**src/rtl/ram_dp_mem_if.sv**
```systemverilog
`default_nettype none
// ============================================================================
// Module      : ram_dp_mem_if
// Description : Bus bundle for ram_dp_mem: write port, read port, init
//               control and status. The master modport belongs to the wr/rd
//               agents; the slave modport belongs to the RAM.
//               Signals:
//                 wr_enb/wr_addr/wr_data/wr_be  write request, byte enables
//                 rd_enb/rd_addr                read request
//                 rd_data/rd_valid              read response
//                 init_req/init_busy            initialisation control/status
//                 collision/addr_err            per-request status pulses
// Revision    : 1.0 - initial release
// ============================================================================
interface ram_dp_mem_if #(
  parameter int DATA_WIDTH = 8,
  parameter int ADDR_WIDTH = 4
);
  localparam int BE_WIDTH = DATA_WIDTH / 8;

  logic                  wr_enb;
  logic [ADDR_WIDTH-1:0] wr_addr;
  logic [DATA_WIDTH-1:0] wr_data;
  logic [BE_WIDTH-1:0]   wr_be;
  logic                  rd_enb;
  logic [ADDR_WIDTH-1:0] rd_addr;
  logic [DATA_WIDTH-1:0] rd_data;
  logic                  rd_valid;
  logic                  init_req;
  logic                  init_busy;
  logic                  collision;
  logic                  addr_err;

  modport master (
    output wr_enb, wr_addr, wr_data, wr_be, rd_enb, rd_addr, init_req,
    input  rd_data, rd_valid, init_busy, collision, addr_err
  );

  modport slave (
    input  wr_enb, wr_addr, wr_data, wr_be, rd_enb, rd_addr, init_req,
    output rd_data, rd_valid, init_busy, collision, addr_err
  );
endinterface
`default_nettype wire

```
**src/rtl/ram_dp_mem.sv**
```systemverilog
`default_nettype none
// ============================================================================
// Module      : ram_dp_mem
// Description : Parametrised simple dual-port synchronous RAM (one write
//               port, one read port, one clock) with byte enables, 1- or
//               2-cycle read latency, selectable read-during-write mode, a
//               hardware init FSM and out-of-range address detection.
// Ports       : clk        clock, rising edge
//               rst_n      asynchronous active-low reset
//               bus.slave  wr_enb/wr_addr/wr_data/wr_be   write port
//                          rd_enb/rd_addr                 read port
//                          rd_data/rd_valid               read response
//                          init_req (in) / init_busy (out)
//                          collision, addr_err            status pulses
// Revision    : 1.0 - initial release
// ============================================================================
module ram_dp_mem #(
  parameter int                    DATA_WIDTH = 8,
  parameter int                    ADDR_WIDTH = 4,
  parameter int                    DEPTH      = 16,
  parameter int                    RD_LATENCY = 1,
  parameter int                    RDW_MODE   = 0,
  parameter logic [DATA_WIDTH-1:0] INIT_VALUE = '0
) (
  input  logic       clk,
  input  logic       rst_n,
  ram_dp_mem_if.slave bus
);

  localparam int BE_WIDTH = DATA_WIDTH / 8;
  localparam int CNT_W    = $clog2(DEPTH);

  localparam logic [0:0] ST_INIT = 1'b0;
  localparam logic [0:0] ST_RUN  = 1'b1;

  localparam logic [ADDR_WIDTH:0] c_depth    = (ADDR_WIDTH + 1)'(DEPTH);
  localparam logic [CNT_W-1:0]    c_cnt_last = CNT_W'(DEPTH - 1);

  logic [DATA_WIDTH-1:0] mem [DEPTH];

  logic [0:0]       state_q, state_d;
  logic [CNT_W-1:0] cnt_q, cnt_d;

  // Stage-1 read pipeline (also carries the address-error flag so that
  // write and read errors land on the same cycle and merge into one pulse).
  logic                  s1_valid_q, s1_valid_d;
  logic [DATA_WIDTH-1:0] s1_data_q,  s1_data_d;
  logic                  s1_coll_q,  s1_coll_d;
  logic                  s1_err_q,   s1_err_d;

  logic                  w_run;
  logic                  w_wr_acc, w_wr_oor, w_wr_do;
  logic                  w_rd_acc, w_rd_oor, w_rd_in;
  logic                  w_collide;
  logic [DATA_WIDTH-1:0] w_rd_word;

  // --------------------------------------------------------------------------
  // Request qualification
  // --------------------------------------------------------------------------
  assign w_run    = (state_q == ST_RUN);
  assign w_wr_acc = w_run & bus.wr_enb;
  assign w_rd_acc = w_run & bus.rd_enb;
  assign w_wr_oor = !({1'b0, bus.wr_addr} < c_depth);
  assign w_rd_oor = !({1'b0, bus.rd_addr} < c_depth);
  assign w_wr_do  = w_wr_acc & !w_wr_oor;
  assign w_rd_in  = w_rd_acc & !w_rd_oor;

  // Only a write that really lands in the array can collide with a read.
  assign w_collide = w_rd_in & w_wr_do & (bus.rd_addr == bus.wr_addr);

  // --------------------------------------------------------------------------
  // Init / run FSM
  // --------------------------------------------------------------------------
  always_comb begin
    state_d = state_q;
    cnt_d   = cnt_q;
    if (state_q == ST_INIT) begin
      if (cnt_q == c_cnt_last) begin
        state_d = ST_RUN;
        cnt_d   = '0;
      end else begin
        cnt_d = cnt_q + 1'b1;
      end
    end else if (bus.init_req) begin
      state_d = ST_INIT;
      cnt_d   = '0;
    end
  end

  assign bus.init_busy = (state_q == ST_INIT);

  // --------------------------------------------------------------------------
  // Memory array: no reset, it is rewritten by the init FSM after reset.
  // --------------------------------------------------------------------------
  always_ff @(posedge clk) begin
    if (state_q == ST_INIT) begin
      mem[cnt_q] <= INIT_VALUE;
    end else if (w_wr_do) begin
      for (int b = 0; b < BE_WIDTH; b++) begin
        if (bus.wr_be[b]) begin
          mem[bus.wr_addr][8*b +: 8] <= bus.wr_data[8*b +: 8];
        end
      end
    end
  end

  // Read word: array contents are the pre-write word because the write is a
  // non-blocking update. Write-first mode overlays the enabled write bytes.
  always_comb begin
    w_rd_word = '0;
    if (w_rd_in) begin
      w_rd_word = mem[bus.rd_addr];
      if ((RDW_MODE == 1) && w_collide) begin
        for (int b = 0; b < BE_WIDTH; b++) begin
          if (bus.wr_be[b]) begin
            w_rd_word[8*b +: 8] = bus.wr_data[8*b +: 8];
          end
        end
      end
    end
  end

  // --------------------------------------------------------------------------
  // Read pipeline stage 1
  // --------------------------------------------------------------------------
  always_comb begin
    s1_valid_d = w_rd_acc;
    s1_data_d  = w_rd_acc ? w_rd_word : s1_data_q;
    s1_coll_d  = w_collide;
    s1_err_d   = (w_rd_acc & w_rd_oor) | (w_wr_acc & w_wr_oor);
  end

  always_ff @(posedge clk or negedge rst_n) begin
    if (!rst_n) begin
      state_q    <= ST_INIT;
      cnt_q      <= '0;
      s1_valid_q <= 1'b0;
      s1_data_q  <= '0;
      s1_coll_q  <= 1'b0;
      s1_err_q   <= 1'b0;
    end else begin
      state_q    <= state_d;
      cnt_q      <= cnt_d;
      s1_valid_q <= s1_valid_d;
      s1_data_q  <= s1_data_d;
      s1_coll_q  <= s1_coll_d;
      s1_err_q   <= s1_err_d;
    end
  end

  // --------------------------------------------------------------------------
  // Optional second stage. The error flag rides with the read so that a read
  // error lines up with its rd_valid; write errors follow the same delay.
  // --------------------------------------------------------------------------
  generate
    if (RD_LATENCY == 2) begin : g_lat2
      logic                  s2_valid_q, s2_valid_d;
      logic [DATA_WIDTH-1:0] s2_data_q,  s2_data_d;
      logic                  s2_coll_q,  s2_coll_d;
      logic                  s2_err_q,   s2_err_d;

      always_comb begin
        s2_valid_d = s1_valid_q;
        s2_data_d  = s1_valid_q ? s1_data_q : s2_data_q;
        s2_coll_d  = s1_coll_q;
        s2_err_d   = s1_err_q;
      end

      always_ff @(posedge clk or negedge rst_n) begin
        if (!rst_n) begin
          s2_valid_q <= 1'b0;
          s2_data_q  <= '0;
          s2_coll_q  <= 1'b0;
          s2_err_q   <= 1'b0;
        end else begin
          s2_valid_q <= s2_valid_d;
          s2_data_q  <= s2_data_d;
          s2_coll_q  <= s2_coll_d;
          s2_err_q   <= s2_err_d;
        end
      end

      assign bus.rd_valid  = s2_valid_q;
      assign bus.rd_data   = s2_data_q;
      assign bus.collision = s2_coll_q;
      assign bus.addr_err  = s2_err_q;
    end else begin : g_lat1
      assign bus.rd_valid  = s1_valid_q;
      assign bus.rd_data   = s1_data_q;
      assign bus.collision = s1_coll_q;
      assign bus.addr_err  = s1_err_q;
    end
  endgenerate

endmodule
`default_nettype wire

```
**src/flat_wrapper.sv**
```systemverilog
// flat-port wrapper written by rule: the top's interface ports become plain ports
module ram_dp_mem_flat 
#(
  parameter int                    DATA_WIDTH = 8,
  parameter int                    ADDR_WIDTH = 4,
  parameter int                    DEPTH      = 16,
  parameter int                    RD_LATENCY = 1,
  parameter int                    RDW_MODE   = 0,
  parameter logic [DATA_WIDTH-1:0] INIT_VALUE = '0
)
  (clk, rst_n, bus_wr_enb, bus_wr_addr, bus_wr_data, bus_wr_be, bus_rd_enb, bus_rd_addr, bus_init_req, bus_rd_data, bus_rd_valid, bus_init_busy, bus_collision, bus_addr_err);
  ram_dp_mem_if #(.DATA_WIDTH(DATA_WIDTH), .ADDR_WIDTH(ADDR_WIDTH)) bus_i ();
  input  logic clk;
  input  logic rst_n;
  input wire logic [$bits(bus_i.wr_enb)-1:0] bus_wr_enb;
  input wire logic [$bits(bus_i.wr_addr)-1:0] bus_wr_addr;
  input wire logic [$bits(bus_i.wr_data)-1:0] bus_wr_data;
  input wire logic [$bits(bus_i.wr_be)-1:0] bus_wr_be;
  input wire logic [$bits(bus_i.rd_enb)-1:0] bus_rd_enb;
  input wire logic [$bits(bus_i.rd_addr)-1:0] bus_rd_addr;
  input wire logic [$bits(bus_i.init_req)-1:0] bus_init_req;
  output wire logic [$bits(bus_i.rd_data)-1:0] bus_rd_data;
  output wire logic [$bits(bus_i.rd_valid)-1:0] bus_rd_valid;
  output wire logic [$bits(bus_i.init_busy)-1:0] bus_init_busy;
  output wire logic [$bits(bus_i.collision)-1:0] bus_collision;
  output wire logic [$bits(bus_i.addr_err)-1:0] bus_addr_err;
  assign bus_i.wr_enb = bus_wr_enb;
  assign bus_i.wr_addr = bus_wr_addr;
  assign bus_i.wr_data = bus_wr_data;
  assign bus_i.wr_be = bus_wr_be;
  assign bus_i.rd_enb = bus_rd_enb;
  assign bus_i.rd_addr = bus_rd_addr;
  assign bus_i.init_req = bus_init_req;
  assign bus_rd_data = bus_i.rd_data;
  assign bus_rd_valid = bus_i.rd_valid;
  assign bus_init_busy = bus_i.init_busy;
  assign bus_collision = bus_i.collision;
  assign bus_addr_err = bus_i.addr_err;
  ram_dp_mem #(.DATA_WIDTH(DATA_WIDTH), .ADDR_WIDTH(ADDR_WIDTH), .DEPTH(DEPTH), .RD_LATENCY(RD_LATENCY), .RDW_MODE(RDW_MODE), .INIT_VALUE(INIT_VALUE)) u_core (.clk(clk), .rst_n(rst_n), .bus(bus_i));
endmodule
```
**config.mk**
```make
export PLATFORM = sky130hd
export DESIGN_NAME = ram_dp_mem_flat
export DESIGN_NICKNAME = d
export VERILOG_FILES = /design/src/rtl/ram_dp_mem_if.sv /design/src/rtl/ram_dp_mem.sv /design/src/flat_wrapper.sv
export SDC_FILE = /design/constraint.sdc
export NUM_CORES = 1
export LEC_CHECK = 0
export ABC_AREA = 1
export BUFFER_PORTS_ARGS = -buffer_cell sky130_fd_sc_hd__buf_2
export CELL_PAD_IN_SITES_DETAIL_PLACEMENT = 1
export CELL_PAD_IN_SITES_GLOBAL_PLACEMENT = 1
export CORE_MARGIN = 5
export CORE_UTILIZATION = 49
export CTS_CLUSTER_DIAMETER = 200
export CTS_CLUSTER_SIZE = 30
export DETAILED_ROUTE_END_ITERATION = 6
export PLACE_DENSITY = 0.85
export SLEW_MARGIN = 10
export SYNTH_ARGS = -nofsm -noshare
export SYNTH_HDL_FRONTEND = slang
export SYNTH_SLANG_ARGS = --single-unit
export TNS_END_PERCENT = 10
```
**constraint.sdc**
```tcl
create_clock -name clk -period 2.15 [get_ports clk]
set_clock_uncertainty 0.15 [all_clocks]
set_input_delay 0.215 -clock clk [delete_from_list [all_inputs] [get_ports clk]]
set_output_delay 0.215 -clock clk [all_outputs]
set_load 0.1 [all_outputs]
```
== Word-level counts from Yosys, hierarchy flattened ==
Memories as Yosys holds them, arrays and structs flattened. A register that Yosys moved wholly into a read port is not among the register bits.
Cells that the tools add are included.
Storage, ports and cells
  logic and storage cells: 30
  register bits after elaboration: 7
  input port bits: 22
  bits in writable memories: 128
  memories: 1
  bits in latches: 0
  ROM bits: 0
Memory list
  u_core.mem: depth 16, width 8, rd ports 1, clocked after memory_dff 1, wr ports 1, RTL line ram_dp_mem.sv:39  | logic [DATA_WIDTH-1:0] mem [DEPTH];
Cells by class
  bitwise gates (word level): 5
  $lt $le $gt $ge: 0
  $add $sub $neg: 1
  equality and inequality tests: 3
  reductions and logical operators: 2
  shift operators: 0
  divide/modulo/power cells: 0
  multiplexer cells: 14
  $mul: 0
Operator list (count)
  4-bit 2-to-1 mux: 4
  1-bit 2-to-1 mux: 9
  8-bit 2-to-1 mux: 1
  8-bit OR reduction: 1
  4-bit by 1-bit adder with 4-bit output, second input constant: 1
  1-bit bitwise AND: 4
  4-bit equality test: 1
  4-bit equality test, second input constant: 1
  2-bit inequality test, second input constant: 1
  1-bit logical NOT: 1
  1-bit NOT: 1

== Longest topological paths before layout ==
Gate-level depths: netlist of run 1.
  depth after elaboration: 6
  mapped depth: 11
  gate-level depth less buffers: 9

== Worst setup path before layout of run 1 ==
Ideal clock, no wire load.
  path type: register to register
  from: reg u_core.state_q
  to: mem u_core.mem[0][0] (enable)
  path slack: 0.266 ns
  data required time: 1.630 ns
  arrival: 1.364 ns
  buffers on the path: 2
  setup time: 0.370 ns
  cell stages (with the launch flop): 8
  period minus slack after synthesis: 1.884 ns
  cell sequence: dfrtp_1 buf_4 nand3_4 buf_6 nand2_1 o21ai_2 nand2_1 nor2_1
On the way
  longest elaborated chain between the ends: 6
  elaborated cells on any way between the ends: 8
  those cells by class: mux (6); bitwise (1); reduce/logical (1)
RTL lines
  from (decl): RTL line ram_dp_mem.sv:41  | logic [0:0] state_q, state_d;
  from (signal assigned): RTL line ram_dp_mem.sv:142  | state_q <= state_d;
  1-bit bitwise AND: RTL line ram_dp_mem.sv:61  | assign w_wr_acc = w_run & bus.wr_enb;
  1-bit 2-to-1 mux: RTL line ram_dp_mem.sv:98  | end else if (w_wr_do) begin
  1-bit 2-to-1 mux: RTL line ram_dp_mem.sv:96  | if (state_q == ST_INIT) begin
  1-bit 2-to-1 mux (not written as such): RTL line ram_dp_mem.sv:101  | mem[bus.wr_addr][8*b +: 8] <= bus.wr_data[8*b +: 8];
  8-bit OR reduction (no source line)
  4-bit 2-to-1 mux (no source line) or 1-bit 2-to-1 mux (tied branches)
  to (decl): RTL line ram_dp_mem.sv:39
Parallel ways exist; a longest one is shown, timed or not.

== Final worst setup path of run 1 ==
  from: reg u_core.state_q
  to: mem u_core.mem[1][6] (enable)
The elaborated chain is that of the path after synthesis.

==> summary.txt, run 1 <==
status = complete, no violations
largest net degree at the start of global routing = 65
Worst setup EP type = register
Routed Antenna Nets = 0
Hold Path Depth = 3
reg-to-reg startpoint = u_core.state_q
Power Dens Cells = 1310 nW/um^2
CP required = 2.13 ns
clk root buf = clkbuf_16
CP bufs+invs = 2
final WL = 18.5 mm
final setup fails = 0
global route overflow = 0
worst hold start = bus_wr_addr[3]
Worst R2R Setup Slack = 0.08 ns
DR DRC count = 0
CTS tree = yes
Cell variety after synth = 25
Die ar. = 14700 sq um
initial antenna violation count = 0
sequential cell area fraction in the yosys report = 69.7%
Tcrit/Tclk final = 96.3%
die width = 121 microns
Avg Cell Area, Syn = 11.0 sq um
vias per cell = 5.73
crit path max fanout = 10
Clock Path Buffers = 2
Reg clk slew, reported paths = 0.07 ns
P&R area growth vs syn = 17.6%
RSZ-0062 raised after global routing = false
WL per Instance = 23.4 microns
R2R cell count = 7
syn nets = 575
synthesized flop and latch total = 143
most frequent cells in the layout = nand2_1 (210), edfxtp_1 (128), nand3_1 (101)
Die H = 121 microns
crit path kind = reg2reg
core footprint = 12100 sq um
vias in the first global route = 4739
ant diodes = 0
Initial DRC Count = 507
share of post-route cells with drive strength above 1 = 16.2%
Initial Util = 50.2%
DR pass1 iterations = 5
clock latency on the worst-skew pair = 0.43 ns
Top delay family on crit path = simple AND/OR/NAND/NOR gates
Port-buffer cells = 32
Rows = 40
WP data arrival = 2.05 ns
Ports = 34
mapped cell area = 6060 sq um
Post-DP Area = 6450 sq um
crit-path max cell delay = 0.47 ns
max-slew violation count = 0
Yosys warning total = 0
maximum VDD drop = 795 uV
CTS Sinks = 143
CTS buffer count = 17
Worst-Margin Slew = 0.682 ns
Layout Cells excl Fill = 791
Total GRT Usage = 26.3%
worst setup margin = 0.0793 ns
vias = 4531
post-route cell area = 7120 sq um
startpoint type of the worst setup path = register
maxcap violations = 0
Hold Crit Endpoint = u_core.bus.collision
Setup TNS = 0 ns
H-tree depth = 4
Final nets = 633
first-pass GRT wire length = 27.8 mm
Syn Inst Count = 552
Relative slew margins = 54.5%
Leak = 2.93 nW
dpl cells = 754
Hold Vio Cnt, Final = 0
Hold WC Path Type = in2reg
reg-to-reg critical path endpoint = u_core.mem[1][6]
Post-DP HPWL = 11.2 mm
crit-path cells = nand3_4, nand2_1, o21ai_1, inv_1, nand3_1, nor2_1, buf_4
Fmax = 483 MHz
slowest stage cell, crit path = dfrtp_2
commonest non-fill, non-tap cell in the layout = nand2_1
GPL Wtd Cong = 0.972
min Tclk post-route = 2.07 ns
pre-CTS setup slack = 0.00913 ns
-- cell type report --
cell class	count	area [sq um]
clock inverter	13	194
timing repair buffer	67	445
multi-input combinational	358	1530
inverter	23	86.3
clock buffer	19	433
sequential	143	4220
fill	1291	4940
tap	168	210
-- layer usage --
layer / vias to the layer above / share of wire [%] / wire [microns] / track usage (%)
li1: 1991 / - / - / -
met1: 2273 / 37 / 6950 / 31.5
met2: 206 / 51 / 9540 / 44.7
met3: 61 / 6.7 / 1250 / 5.92
met4: 0 / 4.3 / 803 / 13.0
met5: - / 0 / 0 / 0
-- registers in the layout, summed over array words and instances, names as in the netlist --
name and cells:
u_core.bus.rd_data 8, u_core.bus.rd_valid 1, u_core.mem 128, u_core.bus.collision 1
u_core.state_q 1, u_core.cnt_q 4
-- worst max-delay path by stage --
stage,startpoint,end,slack [ns],depth (start not counted)
2_1_floorplan,u_core.state_q,u_core.mem[0][0],0.27,7
3_3_place_gp,u_core.state_q,u_core.mem[7][3],0.22,5
3_5_place_dp,u_core.state_q,u_core.mem[11][2],0.009,7
4_1_cts,u_core.state_q,u_core.mem[1][6],0.07,7
5_1_grt,u_core.state_q,u_core.mem[1][4],0.06,7
6_report,u_core.state_q,u_core.mem[1][6],0.08,7
-- through the flow --
| stage | hold slack [ns] | total power [mW] | util (%) |
|---|---|---|---|
| global route | 0.0101 | 9.66 | 59.0 |
| floorplan | -0.231 | 5.39 | - |
| global placement | -0.0254 | 5.94 | 53.4 |
| CTS | 0.0202 | 9.32 | 59.0 |
| finish | 0.0415 | 9.34 | 59.0 |
| detailed placement | 0.00427 | 6.10 | 53.4 |
-- cells by family (layout without fill, tap and decap cells) --
logic type / count (synthesis) / in the layout / share of synthesized area, %
simple gates: 342 / 342 / 23.6
flops: 143 / 143 / 69.7
compound gates: 13 / 13 / 1.26
xor+xnor: 1 / 1 / 0.145
fa+ha+maj: 1 / 1 / 0.207
buf+inv: 51 / 122 / 5.02
other cells: 1 / 1 / 0.0619
-- what timing repair did --
action	CTS	global route
pin swaps	0	1
buffers inserted	0	1
hold buffers	4	0
endpoints found under the hold margin	18	0
resized for setup	1	0
setup endpoints to repair	20	36
-- power breakdown --
part | internal (mW) | leakage [nW] | switching [mW] | total (mW)
clock | 2.04 | 0.304 | 1.12 | 3.16
sequential | 3.69 | 1.39 | 0.228 | 3.92
combinational | 0.503 | 1.24 | 1.75 | 2.26
total | 6.23 | 2.93 | 3.10 | 9.34
-- cells in the mapped netlist (all sizes together) --
| library cell | count | share of area [%] |
|---|---|---|
| buf | 28 | 3.6 |
| o22ai | 1 | 0.10 |
| nand2 | 211 | 13 |
| conb | 1 | 0.062 |
| clkinv | 2 | 0.12 |
| nor4 | 1 | 0.10 |
| nor2 | 27 | 1.7 |
| ha | 1 | 0.21 |
| nand3 | 102 | 8.6 |
| a21oi | 2 | 0.17 |
| o2111ai | 1 | 0.14 |
| inv | 21 | 1.3 |
| xor2 | 1 | 0.14 |
| or2 | 1 | 0.10 |
| o21ai | 8 | 0.72 |
| dfrtp | 15 | 6.2 |
| o211ai | 1 | 0.12 |
| edfxtp | 128 | 63 |
-- worst register-to-register path: stages, from the launching register on --
cell,delay (ns)
dfrtp_2,0.47
nand3_4,0.17
nand2_1,0.13
o21ai_1,0.12
inv_1,0.11
nand3_1,0.17
nor2_1,0.24
buf_4,0.21
No activity file was read; power rests on OpenSTA's default activity.
==> run 2: changes to the inputs <==
BUFFER_PORTS_ARGS = unset   (was -buffer_cell sky130_fd_sc_hd__buf_2)
CORE_MARGIN = unset   (was 5)
CORE_UTILIZATION = 50   (was 49)
DONT_BUFFER_PORTS = 1   (was unset)
PLACE_DENSITY = 0.83   (was 0.85)
==> run 2 against run 1 <==
The flow now finishes with violations (DRC). Sequential power is essentially flat. Via count shrank 3.1%. Critical path depth is the same. Critical endpoint is now u_core.mem[3][3]. Largest cell class unchanged.
==> summary.txt, run 2 (synthesis results as in run 1) <==
Power Dens Cells = 1310 nW/um^2
Clock Path Buffers = 2
die width = 112 microns
maximum VDD drop = 848 uV
Total GRT Usage = 30.5%
Reg clk slew, reported paths = 0.06 ns
maxcap violations = 0
CP required = 2.13 ns
global route overflow = 0
min Tclk post-route = 2.09 ns
DR pass1 iterations = 7
area of the multi-input gates = 1540 sq um
Hold Path Depth = 6
first-pass GRT wire length = 27.0 mm
WL per Instance = 23.7 microns
Internal Power = 6.17 mW
reg-to-reg startpoint = u_core.state_q
clock latency on the worst-skew pair = 0.43 ns
Clock Power Share = 33.0%
H-tree depth = 4
DR DRC count = 1
worst setup margin = 0.0615 ns
largest net degree at the start of global routing = 67
Die ar. = 12600 sq um
final WL = 17.7 mm
Initial DRC Count = 360
sequential cell area = 4220 sq um
Sw Share = 33.2%
vias = 4390
Port-buffer cells = 0
WP data arrival = 2.07 ns
Tcrit/Tclk final = 97.1%
Hold WC Path Type = in2reg
failing checks = DRC
initial antenna violation count = 0
Relative slew margins = 51.3%
crit path kind = reg2reg
vias per cell = 5.87
Worst-Margin Slew = 0.728 ns
Largest register FFs = 128
CTS tree = yes
post-route cell area = 7050 sq um
P_sw = 3.07 mW
P&R area growth vs syn = 16.4%
RSZ-0062 raised after global routing = false
Post-DP Area = 6300 sq um
hold_ws = 0.0358 ns
GPL Wtd Cong = 0.820
ant diodes = 0
clk root buf = clkbuf_16
vias in the first global route = 4716
Ports = 34
max-slew violation count = 0
Layout Cells excl Fill = 748
pre-CTS setup slack = 0.0913 ns
dpl cells = 703
reg-to-reg critical path endpoint = u_core.mem[3][3]
CTS Sinks = 143
share of post-route cells with drive strength above 1 = 12.4%
Rows = 39
Worst R2R Setup Slack = 0.06 ns
final setup fails = 0
Worst setup EP type = register
Leak = 2.85 nW
Hold Vio Cnt, Final = 0
CTS buffer count = 17
Final nets = 615
Setup TNS = 0 ns
Comb pwr share = 24.7%
Die H = 112 microns
commonest non-fill, non-tap cell in the layout = nand2_1
status = finished with violations
Initial Util = 52.1%
fillers = 1210
worst hold start = bus_rd_addr[2]
power share of the sequential group = 42.3%
Post-DP HPWL = 10.0 mm
Fmax = 479 MHz
Routed Antenna Nets = 0
Hold Crit Endpoint = u_core.bus.rd_data[7]
R2R cell count = 7
Biggest register = u_core.mem
most frequent cells in the layout = nand2_1 (210), edfxtp_1 (128), nand3_1 (101)
crit path max fanout = 17
startpoint type of the worst setup path = register
core footprint = 11600 sq um
run 2: what timing repair did:
item	4_1_cts	5_1_grt
buffers inserted	0	0
gates resized for setup	1	4
pin swaps	0	1
hold endpoints to repair	29	0
endpoints found under the setup margin	23	113
hold buffers	13	0
run 2: power groups by stage:
stage | clock, mW | combinational, mW | sequential, mW
2_1_floorplan | 0 | 1.04 | 4.35
3_3_place_gp | 0 | 2.00 | 3.90
3_5_place_dp | 0 | 2.11 | 3.93
4_1_cts | 3.06 | 2.23 | 3.90
5_1_grt | 3.16 | 2.42 | 3.94
6_report | 3.05 | 2.28 | 3.91
run 2: worst max path at each step:
stage,from,to,slack (ns)
after floorplan,u_core.state_q,u_core.mem[0][0],0.27
after global placement,u_core.state_q,u_core.mem[3][7],0.22
after detailed placement,u_core.state_q,u_core.mem[15][3],0.09
after CTS,u_core.state_q,u_core.mem[15][5],0.04
after global routing,u_core.state_q,u_core.mem[0][5],0.003
final,u_core.state_q,u_core.mem[3][3],0.06
run 2: layout make-up:
class                           instances  area share [%]
Clock buffer                           19            6.14
Clock inverter                         13            2.40
Inverter                               23            1.28
Multi-Input combinational cell        358            21.9
Sequential cell                       143            59.9
Tap cell                              143            2.54
Timing Repair Buffer                   49            5.86
run 2: layer usage:
metal	routed length, microns	global-route usage, %	vias up	share of wire (%)
met5	0	0	-	0
met4	882	16.5	0	5.0
met3	1080	6.53	63	6.1
met2	9090	52.8	198	51
met1	6680	35.7	2174	38
li1	-	-	1955	-
run 2: per-stage QoR:
stage                     total power, mW  utilization (%)
after floorplan                      5.39                -
after global placement               5.90             54.2
after detailed placement             6.04             54.2
after CTS                            9.18             60.6
after global routing                 9.52             60.7
final                                9.24             60.7
run 2: worst max-delay path, cell delays in order (launching register included):
cell     delay [ns]
dfrtp_2        0.45
nand3_4        0.23
nand2_1        0.14
o21ai_2        0.09
inv_1          0.12
nand2_1        0.21
nor2_1         0.20
buf_4          0.20
